### src/rtl/lfsr_pkg.sv
// Shared types, default tap masks and the single-step LFSR function for the
// lfsr_prng_stream block.
package lfsr_pkg;

    typedef enum logic {
        WARM = 1'b0,
        RUN  = 1'b1
    } lfsr_fsm_e;

    // Maximal-length Fibonacci tap masks for the common widths.
    localparam logic [7:0]  LFSR_TAPS_W8  = 8'hB8;
    localparam logic [15:0] LFSR_TAPS_W16 = 16'hB400;
    localparam logic [31:0] LFSR_TAPS_W32 = 32'h80200003;

    localparam int unsigned LFSR_MAX_WIDTH = 64;

    // One Fibonacci step on the low `width` bits; `mix` is folded into the
    // feedback bit so entropy injection can reuse the same step.
    function automatic logic [LFSR_MAX_WIDTH-1:0] lfsr_step(
        input logic [LFSR_MAX_WIDTH-1:0] state,
        input logic [LFSR_MAX_WIDTH-1:0] taps,
        input int unsigned               width,
        input logic                      mix = 1'b0
    );
        logic [LFSR_MAX_WIDTH-1:0] mask;
        logic                      fb;
        mask = (64'd1 << width) - 64'd1;
        fb   = (^(state & taps & mask)) ^ mix;
        return ((state << 1) | {{(LFSR_MAX_WIDTH-1){1'b0}}, fb}) & mask;
    endfunction

endpackage

### src/rtl/lfsr_advance.sv
// Combinational multi-step advance: OUT_BITS chained LFSR steps in one cycle.
// With LFSR_MIX_EN defined, ^mix_in is XORed into every step's feedback.
module lfsr_advance
    import lfsr_pkg::*;
#(
    parameter int              WIDTH    = 16,
    parameter logic [WIDTH-1:0] TAPS    = 16'hB400,
    parameter int              OUT_BITS = 4
) (
    input  logic [WIDTH-1:0] state_i,
`ifdef LFSR_MIX_EN
    input  logic [WIDTH-1:0] mix_in,
`endif
    output logic [WIDTH-1:0] next_o,
    output logic             zero_o
);

    logic             mix_bit;
    logic [WIDTH-1:0] chain [OUT_BITS+1];

`ifdef LFSR_MIX_EN
    assign mix_bit = ^mix_in;
`else
    assign mix_bit = 1'b0;
`endif

    assign chain[0] = state_i;

    for (genvar gi = 0; gi < OUT_BITS; gi++) begin : g_step
        assign chain[gi+1] = WIDTH'(lfsr_step(LFSR_MAX_WIDTH'(chain[gi]),
                                              LFSR_MAX_WIDTH'(TAPS),
                                              WIDTH, mix_bit));
    end

    assign next_o = chain[OUT_BITS];
    // Only the end of the advance is architecturally visible, so that is
    // where the all-zero lockup is judged.
    assign zero_o = ~|chain[OUT_BITS];

endmodule

### src/rtl/lfsr_prng_stream.sv
// Fibonacci LFSR PRNG with seed handshake, warm-up phase and valid/ready
// output stream. Optional entropy input mix_in is enabled by LFSR_MIX_EN.
module lfsr_prng_stream
    import lfsr_pkg::*;
#(
    parameter int               WIDTH    = 16,
    parameter logic [WIDTH-1:0] TAPS     = 16'hB400,
    parameter int               OUT_BITS = 4,
    parameter logic [WIDTH-1:0] INIT     = WIDTH'(1),
    parameter int               WARMUP   = 8
) (
    input  logic                clk,
    input  logic                rst,
    input  logic                seed_valid,
    output logic                seed_ready,
    input  logic [WIDTH-1:0]    seed,
    output logic                out_valid,
    input  logic                out_ready,
    output logic [OUT_BITS-1:0] out_data,
    output logic                busy,
    output logic                lockup_err
`ifdef LFSR_MIX_EN
    ,
    input  logic [WIDTH-1:0]    mix_in
`endif
);

    localparam int CW = (WARMUP > 0) ? $clog2(WARMUP + 1) : 1;
    localparam logic [CW-1:0] WARM_LAST = (WARMUP > 0) ? CW'(WARMUP - 1) : '0;

    lfsr_fsm_e        fsm_q, fsm_d;
    logic [WIDTH-1:0] state_q, state_d;
    logic [CW-1:0]    cnt_q, cnt_d;
    logic             lockup_q, lockup_d;

    logic [WIDTH-1:0] adv_next;
    logic             adv_zero;
    logic             seed_hs;
    logic             out_hs;

    lfsr_advance #(
        .WIDTH    (WIDTH),
        .TAPS     (TAPS),
        .OUT_BITS (OUT_BITS)
    ) u_advance (
        .state_i (state_q),
`ifdef LFSR_MIX_EN
        .mix_in  (mix_in),
`endif
        .next_o  (adv_next),
        .zero_o  (adv_zero)
    );

    assign seed_hs = (fsm_q == RUN) && seed_valid;
    assign out_hs  = (fsm_q == RUN) && out_ready;

    always_ff @(posedge clk or posedge rst) begin
        if (rst) begin
            fsm_q    <= WARM;
            state_q  <= INIT;
            cnt_q    <= '0;
            lockup_q <= 1'b0;
        end else begin
            fsm_q    <= fsm_d;
            state_q  <= state_d;
            cnt_q    <= cnt_d;
            lockup_q <= lockup_d;
        end
    end

    always_comb begin
        fsm_d    = fsm_q;
        state_d  = state_q;
        cnt_d    = cnt_q;
        lockup_d = lockup_q;
        case (fsm_q)
            WARM: begin
                if (WARMUP == 0) begin
                    fsm_d = RUN;
                end else begin
                    state_d = adv_zero ? INIT : adv_next;
                    if (adv_zero) begin
                        lockup_d = 1'b1;
                    end
                    cnt_d = cnt_q + CW'(1);
                    if (cnt_q == WARM_LAST) begin
                        fsm_d = RUN;
                    end
                end
            end
            RUN: begin
                // A seed wins over a simultaneous output beat: the beat is
                // still consumed but its advance is dropped.
                if (seed_hs) begin
                    cnt_d = '0;
                    // With no warm-up the seeded value is valid on the very
                    // next cycle, so WARM is skipped.
                    fsm_d = (WARMUP == 0) ? RUN : WARM;
                    if (seed == '0) begin
                        state_d  = INIT;
                        lockup_d = 1'b1;
                    end else begin
                        state_d = seed;
                    end
                end else if (out_hs) begin
                    state_d = adv_zero ? INIT : adv_next;
                    if (adv_zero) begin
                        lockup_d = 1'b1;
                    end
                end
            end
            default: begin
                fsm_d = WARM;
            end
        endcase
    end

    always_comb begin
        out_valid  = (fsm_q == RUN);
        seed_ready = (fsm_q == RUN);
        busy       = (fsm_q == WARM);
        out_data   = state_q[OUT_BITS-1:0];
        lockup_err = lockup_q;
    end

endmodule

### config.mk
export PLATFORM = sky130hd
export DESIGN_NAME = lfsr_prng_stream
export DESIGN_NICKNAME = d
export VERILOG_FILES = /design/src/rtl/lfsr_pkg.sv /design/src/rtl/lfsr_advance.sv /design/src/rtl/lfsr_prng_stream.sv
export SDC_FILE = /design/constraint.sdc
export NUM_CORES = 1
export LEC_CHECK = 0
export CORE_UTILIZATION = 30
export DETAILED_ROUTE_END_ITERATION = 12
export DONT_BUFFER_PORTS = 1
export PLACE_DENSITY_LB_ADDON = 0.25
export SYNTH_ARGS = -nofsm -noshare
export SYNTH_HDL_FRONTEND = slang
export SYNTH_SLANG_ARGS = --single-unit
### constraint.sdc
create_clock -name clk -period 3.7 [get_ports clk]
set_input_delay 0.555 -clock clk [delete_from_list [all_inputs] [get_ports clk]]
set_output_delay 0.555 -clock clk [all_outputs]
set_load 0.01 [all_outputs]
==> results.md, run 1 <==
- Status: completed
- Synth cell types: 29
- Worst-path clk slew: 0.08 ns
- Critical path class: reg -> reg
- Worst Setup SP: state_q[10]
- Die Y: 66.0 um
- CTS root buffer: clkbuf_8
- I/O pins: 28
- Final setup fails: 0
- Top-count cell post-synth: nor2_1
- Leading area contributor after synthesis: dfrtp_1
- Max Slew Vio Count: 0
- Placer congestion estimate: 0.777
- Fill cells: 400
- Die extent in x: 66.0 um
- Fmax: 0.445 GHz
- Worst Setup End Kind: flip-flop
- Reg area: 552 um2
- Synth Register Bits: 22
- # rows: 22
- Via Count: 957
- Commonest cells post-synth: nor2_1, dfrtp_1, a221oi_1, o21ai_0
- Max cap viols: 0
- Final Skew: 0.00100 ns
- WL/cell: 17.0 um
- Final cell utilization of the core: 34.6%
- Final hold violations: 0
- Initial antenna violation count: 0
- Net Count, Synth: 150
- RR Startpoint: state_q[10]
- Synth top area share: 42.8%
- Startpoint types: flip-flop
- Critical path arrival: 2.39 ns
- First-pass GRT wire length: 4830 um
- Detail Placement HPWL: 2210 um
- Multi-input logic area: 604 um2
- Hold Crit Class: in -> async
- Pleak: 0.526 nW
- Main flop type after synthesis: dfrtp_1
- Drt first pass iters: 4
- Share of flip-flops with an asynchronous set or reset: 100%
- Number of DRC markers in iteration 0: 33
- Synth area leaders: dfrtp_1, a221oi_1, nor2_1, xnor2_1, o21ai_0
- YS warnings: 0
- Setup TNS: 0 ns
- Layout cells sized above 1: 8.06%
- Vias per cell: 5.56
- CTS resizes: 0
- CTS Buf Count: 3
- Overall routing resource usage: 15.1%
- Clock Tree Buf Depth: 2
- Cell Pwr Density: 1050 mW/mm2
- Worst skew pair latency: 0.27 ns
- Crit path max fanout: 5
- Hold Buf Count CTS: 0
- Clock net sink count: 22
- Max-slew headroom: 21.6%
- # DRC: 0
- ANT cells: 0
- RSZ-0062 raised after global routing: false
- Worst Max-Slew Pin Slew: 1.16 ns
- TritonCTS clock tree: done
- Initial Util: 32.3%
- Power Total: 1.38 mW
- Nets: 147
- CTS HTree Levels: 1
- WL final: 2920 um
- Max IR drop VDD: 0.000241 V
- Synthesized instance count: 128
- Post-synth EDFFs: 0
- Number of post-CTS setup repair buffers: 0
- Largest net degree at the start of global routing: 23
- Reg2reg end: state_q[15]
- Vias in the first global route: 977
- ANT nets after route: 0
- Post-Syn Area per Cell: 9.60 um2
- Synth Cell Area: 0.00123 mm2
- Sequential share of the synthesized area: 44.9%
- R2R depth: 6
- Grt met2 use: 22.7%
- Core area: 0.00380 mm2
- Met3 GRT Util: 4.66%
- Grt peak-use layer: met2
- Tcrit/Tclk final: 60.7%
- Critical Path RT: 3.84 ns
- PortBufs: 0
- Die area: 0.00436 mm2
- Minimum clock period: 2.24 ns
- R2R setup slack: 1.46 ns
- Gr ovfl total: 0
- Area added between synthesis and finish: 6.92%
- GRT met1 Usage: 19.5%
==> sequential cells by signal, indices dropped and copies added, names as in the netlist <==
signal / flops
state_q: 16
lockup_err: 1
out_valid: 1
cnt_q: 4
==> through the flow <==
step | area (um2) | hold WS (ns) | instances | worst slack, ns
4_1_cts | 1310 | 0.385 | 172 | 1.41
5_1_grt | 1310 | 0.422 | 172 | 1.21
3_5_place_dp | 1240 | 0.508 | 168 | 1.43
6_report | 1310 | 0.347 | 172 | 1.46
2_1_floorplan | 1230 | 0.473 | 128 | 1.60
3_3_place_gp | 1240 | 0.499 | 168 | 1.43
==> cell usage in the layout, fill, tap and decap left out <==
| cell | n |
|---|---|
| dfstp_2 | 1 |
| bufinv_16 | 1 |
| nand3_1 | 5 |
| o21a_1 | 1 |
| mux2i_1 | 2 |
| or4b_2 | 1 |
| a21oi_1 | 2 |
| nand2_1 | 7 |
| nand2b_1 | 4 |
| a221oi_1 | 10 |
| a41oi_1 | 1 |
| a2111oi_4 | 1 |
| nor4_1 | 6 |
| a2bb2oi_1 | 1 |
| a22oi_1 | 2 |
| o22a_1 | 1 |
| o21ai_0 | 9 |
| clkbuf_8 | 3 |
| xor2_1 | 4 |
| xnor2_1 | 7 |
| a22o_1 | 1 |
| or3_4 | 1 |
| buf_4 | 1 |
| dfrtp_1 | 21 |
| nor2b_1 | 1 |
| nor2_1 | 22 |
| inv_1 | 5 |
| ha_1 | 2 |
| mux2_2 | 1 |
==> how the worst max path moves through the flow <==
stage,cells past startpoint,to
after floorplan,6,state_q[14]
after global placement,5,state_q[11]
after detailed placement,5,state_q[2]
after CTS,5,state_q[8]
after global routing,5,state_q[13]
final,6,state_q[15]
==> cell type report <==
cell class              count  area share, %
well taps                  48           4.57
clock buffers               3           3.14
flip-flops and latches     22           42.0
multi-input cells          92           46.0
inverters                   5           1.43
clock inverters             1           2.29
repair buffers              1          0.571
==> where the power goes <==
part | internal, mW | switching [mW]
Clock | 0.145 | 0.0836
Sequential | 0.379 | 0.164
Combinational | 0.305 | 0.308
Total | 0.829 | 0.555
==> critical path: stages, from the launching register on <==
cell and delay (ns):
dfrtp_1 0.44, inv_1 0.07, ha_1 0.30, xor2_1 0.18, or4b_2 0.68, a2111oi_4 0.30, o21ai_0 0.15
==> routing by layer <==
metal  wire length (um)  up-vias
met3                196        6
li1                   -      455
met5                  0        -
met4                 45        0
met1               1330      470
met2               1350       26
==> cell families after synthesis <==
logic type                 synth area share, %
AOI/OAI and AO/OA                         18.5
adders and majority gates                 2.04
and+or+nand+nor                           18.2
DFF                                       44.9
xor gates and xnor gates                  7.84
muxes                                     2.55
buffers and inverters                     5.91
No activity file was read; power rests on OpenSTA's default activity.
==> inputs of run 2 (changes only) <==
clock period = 1.8 ns   (was 3.7 ns; I/O delays follow)
==> run 2 against run 1 <==
Net effect:
- the run now ends with setup timing left
- combinational power rose to 3.0 times the previous value
- sequential power is 95% higher
- via count rose by 9.0%
- worst setup slack got worse by 1.6 ns
- clock-buffer cell count up 1
- die area did not move
- register-to-register slack got worse by 1.6 ns
- highest routed layer unchanged
==> results.md, run 2 (synthesis gave the netlist of run 1 again) <==
- Most common cell after layout, fill and taps aside: nor2_1
- Worst-path clk slew: 0.08 ns (about the same)
- First-pass GRT wire length: 5290 um (+9.4%)
- Max-slew headroom: 69.8% (+48 points)
- Setup TNS: -0.390 ns (-0.390 ns)
- Critical path class: reg -> reg
- Number of DRC markers in iteration 0: 59 (+79%)
- Cell Pwr Density: 2190 mW/mm2 (+110%)
- Startpoint types: flip-flop
- Vias in the first global route: 1068 (+9.3%)
- Final Skew: 0.00230 ns (+0.00130 ns)
- ANT cells: 0 (unchanged)
- CTS root buffer: clkbuf_8
- WL final: 3230 um (+11%)
- Final hold violations: 0 (unchanged)
- Initial Util: 32.3% (unchanged)
- Commonest cells after routing, fill and taps aside: nor2_1, dfrtp_1, buf_4
- Pleak: 0.623 nW (+18%)
- PortBufs: 0 (unchanged)
- Largest net degree at the start of global routing: 23 (unchanged)
- Worst Max-Slew Pin Slew: 0.450 ns (-0.711 ns)
- Minimum clock period: 1.90 ns (-0.341 ns)
- Clock net sink count: 22 (unchanged)
- CTS Buf Count: 3 (unchanged)
- # rows: 22 (unchanged)
- Detail Placement HPWL: 2360 um (+7.0%)
- Drt first pass iters: 4 (unchanged)
- Layout cells sized above 1: 23.6% (+16 points)
- Violated checks: setup timing
- Die Y: 66.0 um (unchanged)
- ANT nets after route: 0 (unchanged)
- Largest registers: state_q: 16 flops, cnt_q: 4 flops
- Via Count: 1043 (+9.0%)
- Worst Setup End Kind: flip-flop
- Die area: 0.00436 mm2 (unchanged)
- Final cell utilization of the core: 39.0% (+4.4 points)
- Status: finished, violations left
- Placer congestion estimate: 0.810 (+4.2%)
- Nets: 167 (+14%)
- Vias per cell: 5.43 (-2.4%)
- Largest reg by FF count: state_q
- Final setup fails: 4 (+4)
- Core area: 0.00380 mm2 (unchanged)
- Final worst setup slack: -0.104 ns (-1.56 ns)
- Hold Crit Class: in -> reg
- Gr ovfl total: 0 (unchanged)
- Power Total: 3.25 mW (+130%)
- Max cap viols: 0 (unchanged)
- # DRC: 0 (unchanged)
- Max IR drop VDD: 0.000512 V (+110%)
- Pre-CTS setup slack: -0.263 ns (-1.69 ns)
- Fmax: 0.525 GHz (+18%)
- Area added between synthesis and finish: 20.6%
- WL/cell: 16.8 um (-0.93%)
- Initial antenna violation count: 0 (unchanged)
- Tcrit/Tclk final: 106% (+45 points)
- Worst skew pair latency: 0.27 ns (about the same)
- Overall routing resource usage: 16.5% (+1.4 points)
- Critical Path RT: 2.01 ns (-1.83 ns)
- I/O pins: 28 (unchanged)
- Critical path arrival: 2.12 ns (-0.27 ns)
- Max FFs per register: 16 (unchanged)
- Fill cells: 387 (-3.3%)
- TritonCTS clock tree: done
- Die extent in x: 66.0 um (unchanged)
- RSZ-0062 raised after global routing: true
- R2R setup slack: -0.10 ns (-1.56 ns)
- Crit path max fanout: 4 (-1)
- Max Slew Vio Count: 0 (unchanged)
- CTS HTree Levels: 1 (unchanged)
- Clock Tree Buf Depth: 2 (unchanged)
==> run 2: cell count changes in the layout (fill, tap and decap cells not counted), sizes merged <==
cell | previous run | this run
dlygate4sd3 | 0 | 1
buf | 1 | 20
bufinv | 1 | 0
clkbuf | 3 | 4
==> run 2: per-layer routing <==
| layer | track usage [%] | vias up | part of all wire (%) |
|---|---|---|---|
| met5 | 0 | - | 0 |
| met3 | 3.79 | 7 | 6.5 |
| met4 | 6.91 | 0 | 2.3 |
| met1 | 20.8 | 513 | 42 |
| li1 | - | 488 | - |
| met2 | 26.9 | 35 | 49 |
==> run 2: final cells by class <==
class	count	area [um2]	area share, %
Sequential cell	22	552	37.2
Tap cell	48	60.1	4.05
Multi-Input combinational cell	92	636	42.9
Clock buffer	4	55.1	3.72
Inverter	5	18.8	1.27
Timing Repair Buffer	21	160	10.8
==> run 2: worst max-delay path, stage by stage (launching register included) <==
cell and delay, ns:
dfrtp_1 0.40, inv_2 0.08, ha_4 0.20, xor2_2 0.15
or4b_4 0.50, a2111oi_4 0.31, o22a_1 0.20
==> run 2: path summary, 6_finish.rpt <==
check | cells past startpoint | end | startpoint
setup / recovery | 6 | lockup_err | state_q[11]
hold / removal | 2 | state_q[14] | seed[14]
setup reg to reg | 6 | lockup_err | state_q[11]
hold reg to reg | 1 | cnt_q[0] | cnt_q[0]
max in group asynchronous | 3 | state_q[0] | rst
min in group asynchronous | 3 | state_q[13] | rst
==> run 2: power by group <==
part	total, mW	switching, mW	leakage, nW	internal, mW
registers	1.06	0.283	0.259	0.780
logic	1.82	0.829	0.335	0.995
clock network	0.362	0.167	0.0288	0.195
total	3.25	1.28	0.623	1.97
==> run 2: stage by stage <==
stage / area (um2) / hold WS [ns] / instances
2_1_floorplan: 1230 / 0.258 / 128
3_3_place_gp: 1360 / 0.225 / 183
3_5_place_dp: 1360 / 0.231 / 183
4_1_cts: 1460 / 0.154 / 190
5_1_grt: 1480 / 0.170 / 192
6_report: 1480 / 0.158 / 192
==> run 2: timing repair <==
| action | CTS | global route |
|---|---|---|
| hold buffers | 1 | 0 |
| resized for setup | 4 | 1 |
| endpoints found under the hold margin | 21 | 0 |
| buffers inserted | 2 | 2 |
| setup endpoints to repair | 4 | 4 |
| pin swaps | 7 | 0 |
